### src/rtl/post_adder_acc.sv
// Post-adder/accumulator of a DSP48A1-style slice: X/Z operand muxes, add/subtract with carry-in,
// registered 48-bit result and carry-out with optional combinational bypass on the outputs.
module post_adder_acc #(
   parameter int PREG        = 1,
   parameter int CARRYOUTREG = 1
) (
   input  logic        CLK,
   input  logic        RSTP,
   input  logic        CEP,
   input  logic [7:0]  OPMODE,
   input  logic [35:0] M,
   input  logic [17:0] D,
   input  logic [17:0] A,
   input  logic [17:0] B,
   input  logic [47:0] C,
   input  logic [47:0] PCIN,
   input  logic        CIN,
   output logic [47:0] P,
   output logic [47:0] PCOUT,
   output logic        CARRYOUT,
   output logic        CARRYOUTF
);

   logic [47:0] p_q, p_d;
   logic        co_q, co_d;
   logic [47:0] x_mux, z_mux;
   logic [48:0] sum;

   // OPMODE[6:4] belongs to the pre-adder stage and D[17:12] never reaches the concatenation.
   logic unused_bits;
   assign unused_bits = ^{OPMODE[6:4], D[17:12]};

   // Feedback always taps the internal register, so PREG=0 cannot create a combinational loop.
   // NOTE: every always_comb output gets a default first so no latch is inferred.
   always_comb begin
      x_mux = 48'd0;
      case (OPMODE[1:0])
         2'd0: x_mux = 48'd0;
         2'd1: x_mux = {12'd0, M};
         2'd2: x_mux = p_q;
         2'd3: x_mux = {D[11:0], A, B};
         default: x_mux = 48'd0;
      endcase
   end

   always_comb begin
      z_mux = 48'd0;
      case (OPMODE[3:2])
         2'd0: z_mux = 48'd0;
         2'd1: z_mux = PCIN;
         2'd2: z_mux = p_q;
         2'd3: z_mux = C;
         default: z_mux = 48'd0;
      endcase
   end

   // 49-bit arithmetic; when subtracting, sum[48] is the borrow.
   always_comb begin
      if (OPMODE[7]) begin
         sum = {1'b0, z_mux} - ({1'b0, x_mux} + {48'd0, CIN});
      end else begin
         sum = {1'b0, z_mux} + {1'b0, x_mux} + {48'd0, CIN};
      end
   end

   always_comb begin
      p_d  = p_q;
      co_d = co_q;
      if (RSTP) begin
         p_d  = 48'd0;
         co_d = 1'b0;
      end else if (CEP) begin
         p_d  = sum[47:0];
         co_d = sum[48];
      end
   end

   // NOTE: sequential state uses non-blocking assignments so all registers update from pre-edge values.
   always_ff @(posedge CLK) begin
      p_q  <= p_d;
      co_q <= co_d;
   end

   assign P         = (PREG != 0)        ? p_q  : sum[47:0];
   assign CARRYOUT  = (CARRYOUTREG != 0) ? co_q : sum[48];
   assign PCOUT     = P;
   assign CARRYOUTF = CARRYOUT;

endmodule

### config.mk
export PLATFORM = sky130hd
export DESIGN_NAME = post_adder_acc
export DESIGN_NICKNAME = d
export VERILOG_FILES = /design/src/rtl/post_adder_acc.sv
export SDC_FILE = /design/constraint.sdc
export NUM_CORES = 1
export LEC_CHECK = 0
export BUFFER_PORTS_ARGS = -buffer_cell sky130_fd_sc_hd__buf_2
export CORE_MARGIN = 5
export CORE_UTILIZATION = 40
export DETAILED_ROUTE_END_ITERATION = 10
export GPL_TIMING_DRIVEN = 1
export HOLD_SLACK_MARGIN = 0.02
export SLEW_MARGIN = 20
export SYNTH_ARGS = -nofsm -noshare
export SYNTH_HDL_FRONTEND = slang
export SYNTH_SLANG_ARGS = --single-unit
### constraint.sdc
create_clock -name CLK -period 5.3 [get_ports CLK]
set_clock_uncertainty 0.05 [all_clocks]
set_input_delay 0.265 -clock CLK [delete_from_list [all_inputs] [get_ports CLK]]
set_output_delay 0.265 -clock CLK [all_outputs]
set_load 0.02 [all_outputs]
# == Word level (Yosys, flattened, before mapping) ==
# Index checks and enable logic that the tools add are counted.
# word_totals
input_bits,198
regBits,49
wordCells,17
out_inout_bits,98
# classes
n_mux,3
n_eq_ne,6
reduce_logical,2
add_sub_neg,4
# ops
cell,n
$pmux 48 s4,2
$add 48x1->49,1
$add 48x48->49,1
$add 49x1->49,1
$mux 49,1
$sub 48x49->49,1
$eq 2x2->1 const B,4
$eq 2x1->1 const B,2
$logic_not 2->1,2

# == Depth between registers and ports, before layout ==
# Gate-level depths: netlist of the first run.
# logic_depth
word_depth,5
ltp_mapped,19
depth_no_buf,16

# == Least setup slack after synthesis of the first run ==
# No wires, ideal clock.
# synth_timing
path_type,input-to-reg
start,input port OPMODE[3]
end,register p_q[44] (netlist: P[44])
cell_stages,16
required_ps,5147
slack_ps,773
setup_ps,103
arrival_ps,4373
n_path_buf,2
cell_sequence,buf_1 -> clkbuf_1 -> mux2_2 -> a22oi_1 -> fa_1 -> fa_1 -> nand2b_1 -> a211oi_2 -> o211ai_1 -> o31a_1 -> o31a_4 -> o31ai_2 -> or4_1 -> a31oi_1 -> xor2_1 -> a2111oi_2
# synth_via
elab_chain_cells,5
elab_cells_between_ends,9
classes_between,3 x add/sub; 3 x eq/ne; 2 x mux; 1 x reduce/logical
# synth_lines
element,line,rtl
from (decl),10,"input logic [7:0] OPMODE,"
$eq 2x2->1 (tied with other cells),48,case (OPMODE[3:2])
$pmux 48 s4 (*),48,
$add 48x48->49,62,"sum = {1'b0, z_mux} + {1'b0, x_mux} + {48'd0, CIN};"
$add 49x1->49,62,
$mux 49 (*),59,if (OPMODE[7]) begin
to (signal assigned),80,p_q <= p_d;
to (decl),24,"logic [47:0] p_q, p_d;"
# Mark *: on every way between the ends. The rest lies on a longest branch, timed or not.
# A chain may end at the register's enable or synchronous reset.

# == Final worst setup path of the first run ==
# layout_timing
start,input port OPMODE[3]
end,register co_q (netlist: CARRYOUT)
# layout_via
elab_chain_cells,5
elab_cells_between_ends,9
classes_between,3 x add/sub; 3 x eq/ne; 2 x mux; 1 x reduce/logical
# layout_lines
element,line,rtl
$eq 2x2->1 (tied with other cells),48,
$pmux 48 s4 (*),48,
$add 48x48->49,62,
$add 49x1->49,62,
$mux 49 (*),59,
to (signal assigned),81,co_q <= co_d;
to (decl),25,"logic co_q, co_d;"
# Marks and branches as above.

==> impl_metrics.env, run 1 <==
export IMPL_grt_pass1_wl_um=62600
export IMPL_final_layout_size_suffix_gt1_share_pct=25.5
export IMPL_critPathBufInv=3
export IMPL_syn_area_per_cell_sq_um=7.33
export IMPL_synth_main_ff_cell="dfxtp_1"
export IMPL_gp_congestion=0.953
export IMPL_ys_seq_area_share_pct=9.07
export IMPL_r2r_cells=13
export IMPL_core_sq_um=26800
export IMPL_drtIter0Drc=874
export IMPL_fp_dieArea_sq_um=30400
export IMPL_holdPathEnd="P[0]"
export IMPL_area_growth_pct=14.6
export IMPL_grt_pass1_vias=11300
export IMPL_cts_buffers=5
export IMPL_ant_nets=0
export IMPL_design_portCount=296
export IMPL_worst_pin_slew_ns=0.778
export IMPL_die_w_um=174
export IMPL_hold_viol=0
export IMPL_synth_top_family_by_area="compound AO/OA/AOI/OAI gates"
export IMPL_h_tree_depth=2
export IMPL_synth_xor_xnor_area_share_pct=5.91
export IMPL_ys_ff_latch=49
export IMPL_synth_adder_area_share_pct=16.8
export IMPL_slew_viol_final=0
export IMPL_vias=11600
export IMPL_cp_arrival_ns=4.82
export IMPL_irDropWorstVdd_uv=141
export IMPL_gr_usage_all_layers_pct=25.3
export IMPL_leakage_nw=6.12
export IMPL_timing_fmax_mhz=216
export IMPL_utilization_pct=46.2
export IMPL_mappedNetlistArea_sq_um=10800
export IMPL_die_height_um=174
export IMPL_period_minus_slack_ns=4.63
export IMPL_cts_tree="done"
export IMPL_rsz0062_at_grt="false"
export IMPL_cp_required_ns=5.49
export IMPL_drc=0
export IMPL_hp_start="CIN"
export IMPL_synthArstFlopShare_pct=0
export IMPL_status="completed"
export IMPL_hpwl_um=32600
export IMPL_critPathTopFamily="compound AO/OA/AOI/OAI gates"
export IMPL_cts_resized=0
export IMPL_n_fill_cell=2770
export IMPL_start_kind="input pin"
export IMPL_combPwrFrac_pct=73.9
export IMPL_n_antenna_cell=0
export IMPL_antenna_found_initial=0
export IMPL_setup_ws_ns=0.670
export IMPL_pre_cts_slack_ns=0.402
export IMPL_yosysWarningCount=0
export IMPL_row_count=60
export IMPL_synth_top_cell_area_share_pct=16.1
export IMPL_holdCritPathClass="input pin to flop"
export IMPL_crit_slowest_cell="o41ai_1"
export IMPL_reg2reg_from="P[0]"
export IMPL_p_seq_share_pct=15.5
export IMPL_synth_simple_area_share_pct=16.7
export IMPL_synth_largest_area_cell="ha_1"
export IMPL_setup_viol=0
export IMPL_power_per_cell_area_nw_per_um2=268
export IMPL_wl_per_cell_um=20.1
export IMPL_critPathCaptureType="flop"
export IMPL_clk_path_buf_depth=2
export IMPL_postSynthCellCount=1474
export IMPL_stdcell_area_sq_um=12400
export IMPL_layout_commonest_cell="buf_2"
export IMPL_clkSinkCount=49
export IMPL_p_int_w=0.00157
export IMPL_synth_compound_area_share_pct=30.1
export IMPL_synth_edff_count=0
export IMPL_clock_latency_ns=0.32
export IMPL_muxShareOfSynthArea_pct=11.2
export IMPL_r2r_end="P[44]"
export IMPL_path_clk_slew_ns=0.08
export IMPL_crit_fanout=27
export IMPL_cts_root_buf="clkbuf_16"
export IMPL_first_pass_iters=7
export IMPL_cts_setup_buffers=0
export IMPL_cts_hold_repair_buffers=0
export IMPL_via_per_inst=5.77
export IMPL_fin_nets=2018
export IMPL_path_class="input pin to flop"
export IMPL_min_path_cells=4
export IMPL_relSlewSlack_pct=47.4
export IMPL_clockPowerShare_pct=10.6
export IMPL_switching_share_pct=52.8
export IMPL_cap_viol_max_count=0
export IMPL_initial_core_util_pct=40.3
export IMPL_total_power_w=0.00332
export IMPL_final_cell_mix="buf_2, ha_1, inv_1"
export IMPL_wirelength_um=40600
export IMPL_fin_setup_tns_ns=0
export IMPL_cp_slowest_stage_delay_ns=0.70
export IMPL_gr_total_overflow=0
export IMPL_syn_num_nets=1815
export IMPL_path_cells="buf_2, buf_4, mux2_2, a22oi_1, ha_1, inv_1, ha_1, a2111oi_0, o21ai_0, nand3_1, a21oi_1, o2111ai_1, a21boi_1, o41ai_1, o31ai_1, mux2i_1, nor4_2"
export IMPL_switchingPower_w=0.00175
export IMPL_rrSetupSlack_ns=0.70
export IMPL_placed_area_sq_um=12300
export IMPL_synthDistinctLibCells=78
export IMPL_path_common_cell="ha_1"
export IMPL_fin_crit_sh_pct=87.4
export IMPL_io_buffers=286
export IMPL_grt_max_degree=56
export IMPL_synth_area_top_cells="ha_1, dfxtp_1, mux2_2"
==> worst max-delay path by stage <==
stage	from	endpoint	depth (start not counted)
6_report	OPMODE[3]	CARRYOUT	17
3_3_place_gp	OPMODE[3]	P[44]	15
3_5_place_dp	OPMODE[3]	P[44]	15
4_1_cts	P[0]	P[44]	13
2_1_floorplan	OPMODE[3]	P[44]	16
5_1_grt	OPMODE[3]	P[42]	17
==> power by group through the flow <==
stage                     logic [W]  clock network [W]  registers, W
after global routing        0.00268           0.000365      0.000525
after CTS                   0.00243           0.000357      0.000514
after detailed placement    0.00241                  0      0.000522
after global placement      0.00241                  0      0.000519
final                       0.00245           0.000352      0.000514
after floorplan             0.00176                  0      0.000562
==> state kept, by name, indices dropped and copies added (netlist names) <==
| name | flops |
|---|---|
| P | 48 |
| CARRYOUT | 1 |
==> cell type report <==
type | instances | area (sq um) | share of cell area [%]
clock inverters | 1 | 5.00 | 0.0404
inverters | 130 | 488 | 3.94
well taps | 341 | 427 | 3.44
multi-input cells | 1180 | 8740 | 70.5
repair buffers | 311 | 1630 | 13.2
flip-flops and latches | 49 | 981 | 7.92
clock buffers | 5 | 125 | 1.01
==> stage by stage <==
step                      std cells  hold WS, ns
after floorplan                1474        0.445
after global placement         2011        0.449
after detailed placement       2011        0.452
after CTS                      2017        0.356
after global routing           2017        0.415
final                          2017        0.360
==> synth_stat cells (all sizes together), types with 12 or more instances <==
cell type    n
clkbuf      53
o211ai      12
a21oi      114
xnor2       52
o21bai      21
ha         139
nand2      100
nand3       31
a22o        60
a31oi       14
o21ai       71
nor2b       31
nand2b      13
dfxtp       49
buf         62
nor3        30
a21o        46
nand4       17
inv        129
nor2       124
a22oi       26
mux2        86
mux2i       24
a211oi      19
xor2        21
==> metal layers <==
layer | wire length (um) | track usage [%] | vias up
li1 | - | - | 5690
met1 | 18500 | 34.3 | 5427
met2 | 18400 | 42.4 | 482
met3 | 2880 | 3.78 | 40
met4 | 854 | 5.61 | 0
met5 | 0 | 0 | -
==> tightest hold or removal path: stages <==
cell and delay, ns:
buf_2 0.12, inv_1 0.08, fa_1 0.16, a211oi_1 0.06
==> logic make-up after synthesis <==
family	after synthesis
fa+ha+maj	143
compound gates	468
buf+inv	245
flops	49
xor+xnor	73
mux	110
simple gates	386
Note: power is estimated with default switching activity, not from simulation.
==> run 2: changes to the inputs <==
- PLACE_DENSITY: default -> 0.65
==> impl_metrics.env, run 2 (same netlist as run 1, synthesis figures left out) <==
export IMPL_fin_crit_sh_pct=89.6
export IMPL_grt_pass1_wl_um=63500
export IMPL_die_w_um=174
export IMPL_leakage_nw=6.14
export IMPL_fin_nets=2018
export IMPL_critPathCaptureType="flop"
export IMPL_wl_per_cell_um=20.4
export IMPL_final_cell_mix="buf_2, ha_1, inv_1"
export IMPL_grt_pass1_vias=11400
export IMPL_core_sq_um=26800
export IMPL_timing_fmax_mhz=211
export IMPL_cts_root_buf="clkbuf_16"
export IMPL_cp_required_ns=5.46
export IMPL_critPathBufInv=1
export IMPL_io_buffers=286
export IMPL_cts_buffers=5
export IMPL_cap_viol_max_count=0
export IMPL_ant_nets=0
export IMPL_slew_viol_final=0
export IMPL_wirelength_um=41100
export IMPL_path_common_cell="fa_1"
export IMPL_grt_util_met3_pct=3.85
export IMPL_crit_slowest_cell="fa_1"
export IMPL_via_per_inst=5.80
export IMPL_vias=11700
export IMPL_power_per_cell_area_nw_per_um2=274
export IMPL_critPathTopFamily="compound AO/OA/AOI/OAI gates"
export IMPL_rsz0062_at_grt="false"
export IMPL_first_pass_iters=5
export IMPL_path_cells="buf_2, nor2b_4, a22oi_1, fa_1, fa_1, nand2b_1, a211oi_2, o211ai_1, o31a_1, o31a_4, o31ai_2, or4_1, a31oi_1, xor2_1, a2111oi_2"
export IMPL_design_portCount=296
export IMPL_crit_fanout=12
export IMPL_status="completed"
export IMPL_relSlewSlack_pct=26.6
export IMPL_setup_viol=0
export IMPL_drc=0
export IMPL_clock_latency_ns=0.31
export IMPL_cts_resized=0
export IMPL_n_antenna_cell=0
export IMPL_post_place_cells=2011
export IMPL_path_class="input pin to flop"
export IMPL_gr_total_overflow=0
export IMPL_antenna_found_initial=0
export IMPL_cp_slowest_stage_delay_ns=0.44
export IMPL_initial_core_util_pct=40.3
export IMPL_cp_arrival_ns=4.91
export IMPL_final_layout_size_suffix_gt1_share_pct=25.6
export IMPL_gp_congestion=0.936
export IMPL_cts_tree="done"
export IMPL_holdCritPathClass="input pin to flop"
export IMPL_hold_viol=0
export IMPL_largest_reg_flops=48
export IMPL_h_tree_depth=2
export IMPL_use_met2_pct=41.6
export IMPL_grt_busiest_layer="met2"
export IMPL_hpwl_um=32600
export IMPL_clkSinkCount=49
export IMPL_use_met1_pct=35.7
export IMPL_row_count=60
export IMPL_cts_hold_repair_buffers=0
export IMPL_start_kind="input pin"
export IMPL_irDropWorstVdd_uv=123
export IMPL_fin_setup_tns_ns=0
export IMPL_stdcell_count=2018
export IMPL_drtIter0Drc=868
export IMPL_clk_path_buf_depth=2
export IMPL_layout_commonest_cell="buf_2"
export IMPL_cts_setup_buffers=0
export IMPL_area_growth_pct=15.1
export IMPL_grt_max_degree=56
export IMPL_gr_usage_all_layers_pct=25.7
export IMPL_worst_pin_slew_ns=1.10
export IMPL_period_minus_slack_ns=4.75
export IMPL_die_height_um=174
export IMPL_fp_dieArea_sq_um=30400
export IMPL_path_clk_slew_ns=0.08
==> run 2: power by group <==
group	leakage, nW	total, W	switching, W	internal [W]
logic	5.66	0.00250	0.00151	0.000984
clock network	0.0797	0.000397	0.000176	0.000221
registers	0.406	0.000517	0.0000909	0.000426
==> run 2: tightest hold or removal path: cells and delay by family <==
kind	cells	cell delay, ns
compound gates	1	0.06
buf+inv	2	0.19
fa+ha+maj	1	0.16
==> run 2: metal layers <==
layer	wire length, um	up-vias
met3	3100	54
met1	18800	5472
met2	18200	474
li1	-	5702
met5	0	-
met4	979	0
==> run 2: path summary, 6_finish.rpt <==
path / start / to / slack, ns / cells after the start
setup / recovery: OPMODE[1] / P[44] / 0.55 / 15
hold / removal: CIN / P[0] / 0.37 / 4
setup reg to reg: P[0] / P[44] / 0.72 / 13
hold reg to reg: P[21] / P[21] / 0.49 / 2
==> run 2: layout make-up <==
class | count | area (sq um)
Tap cell | 341 | 427
Clock buffer | 5 | 125
Multi-Input combinational cell | 1180 | 8740
Fill cell | 2730 | 14400
Sequential cell | 49 | 981
Inverter | 130 | 488
Timing Repair Buffer | 311 | 1640
Clock inverter | 2 | 35.0
==> run 2: stage by stage <==
stage	util, %	hold WS, ns	total power, W	instance area, sq um	setup slack, ns
after floorplan	-	0.445	0.00232	10800	0.773
after global placement	45.8	0.471	0.00297	12300	0.355
after detailed placement	45.8	0.471	0.00298	12300	0.266
after CTS	46.4	0.371	0.00338	12400	0.578
after global routing	46.4	0.401	0.00366	12400	0.348
final	46.4	0.371	0.00341	12400	0.552
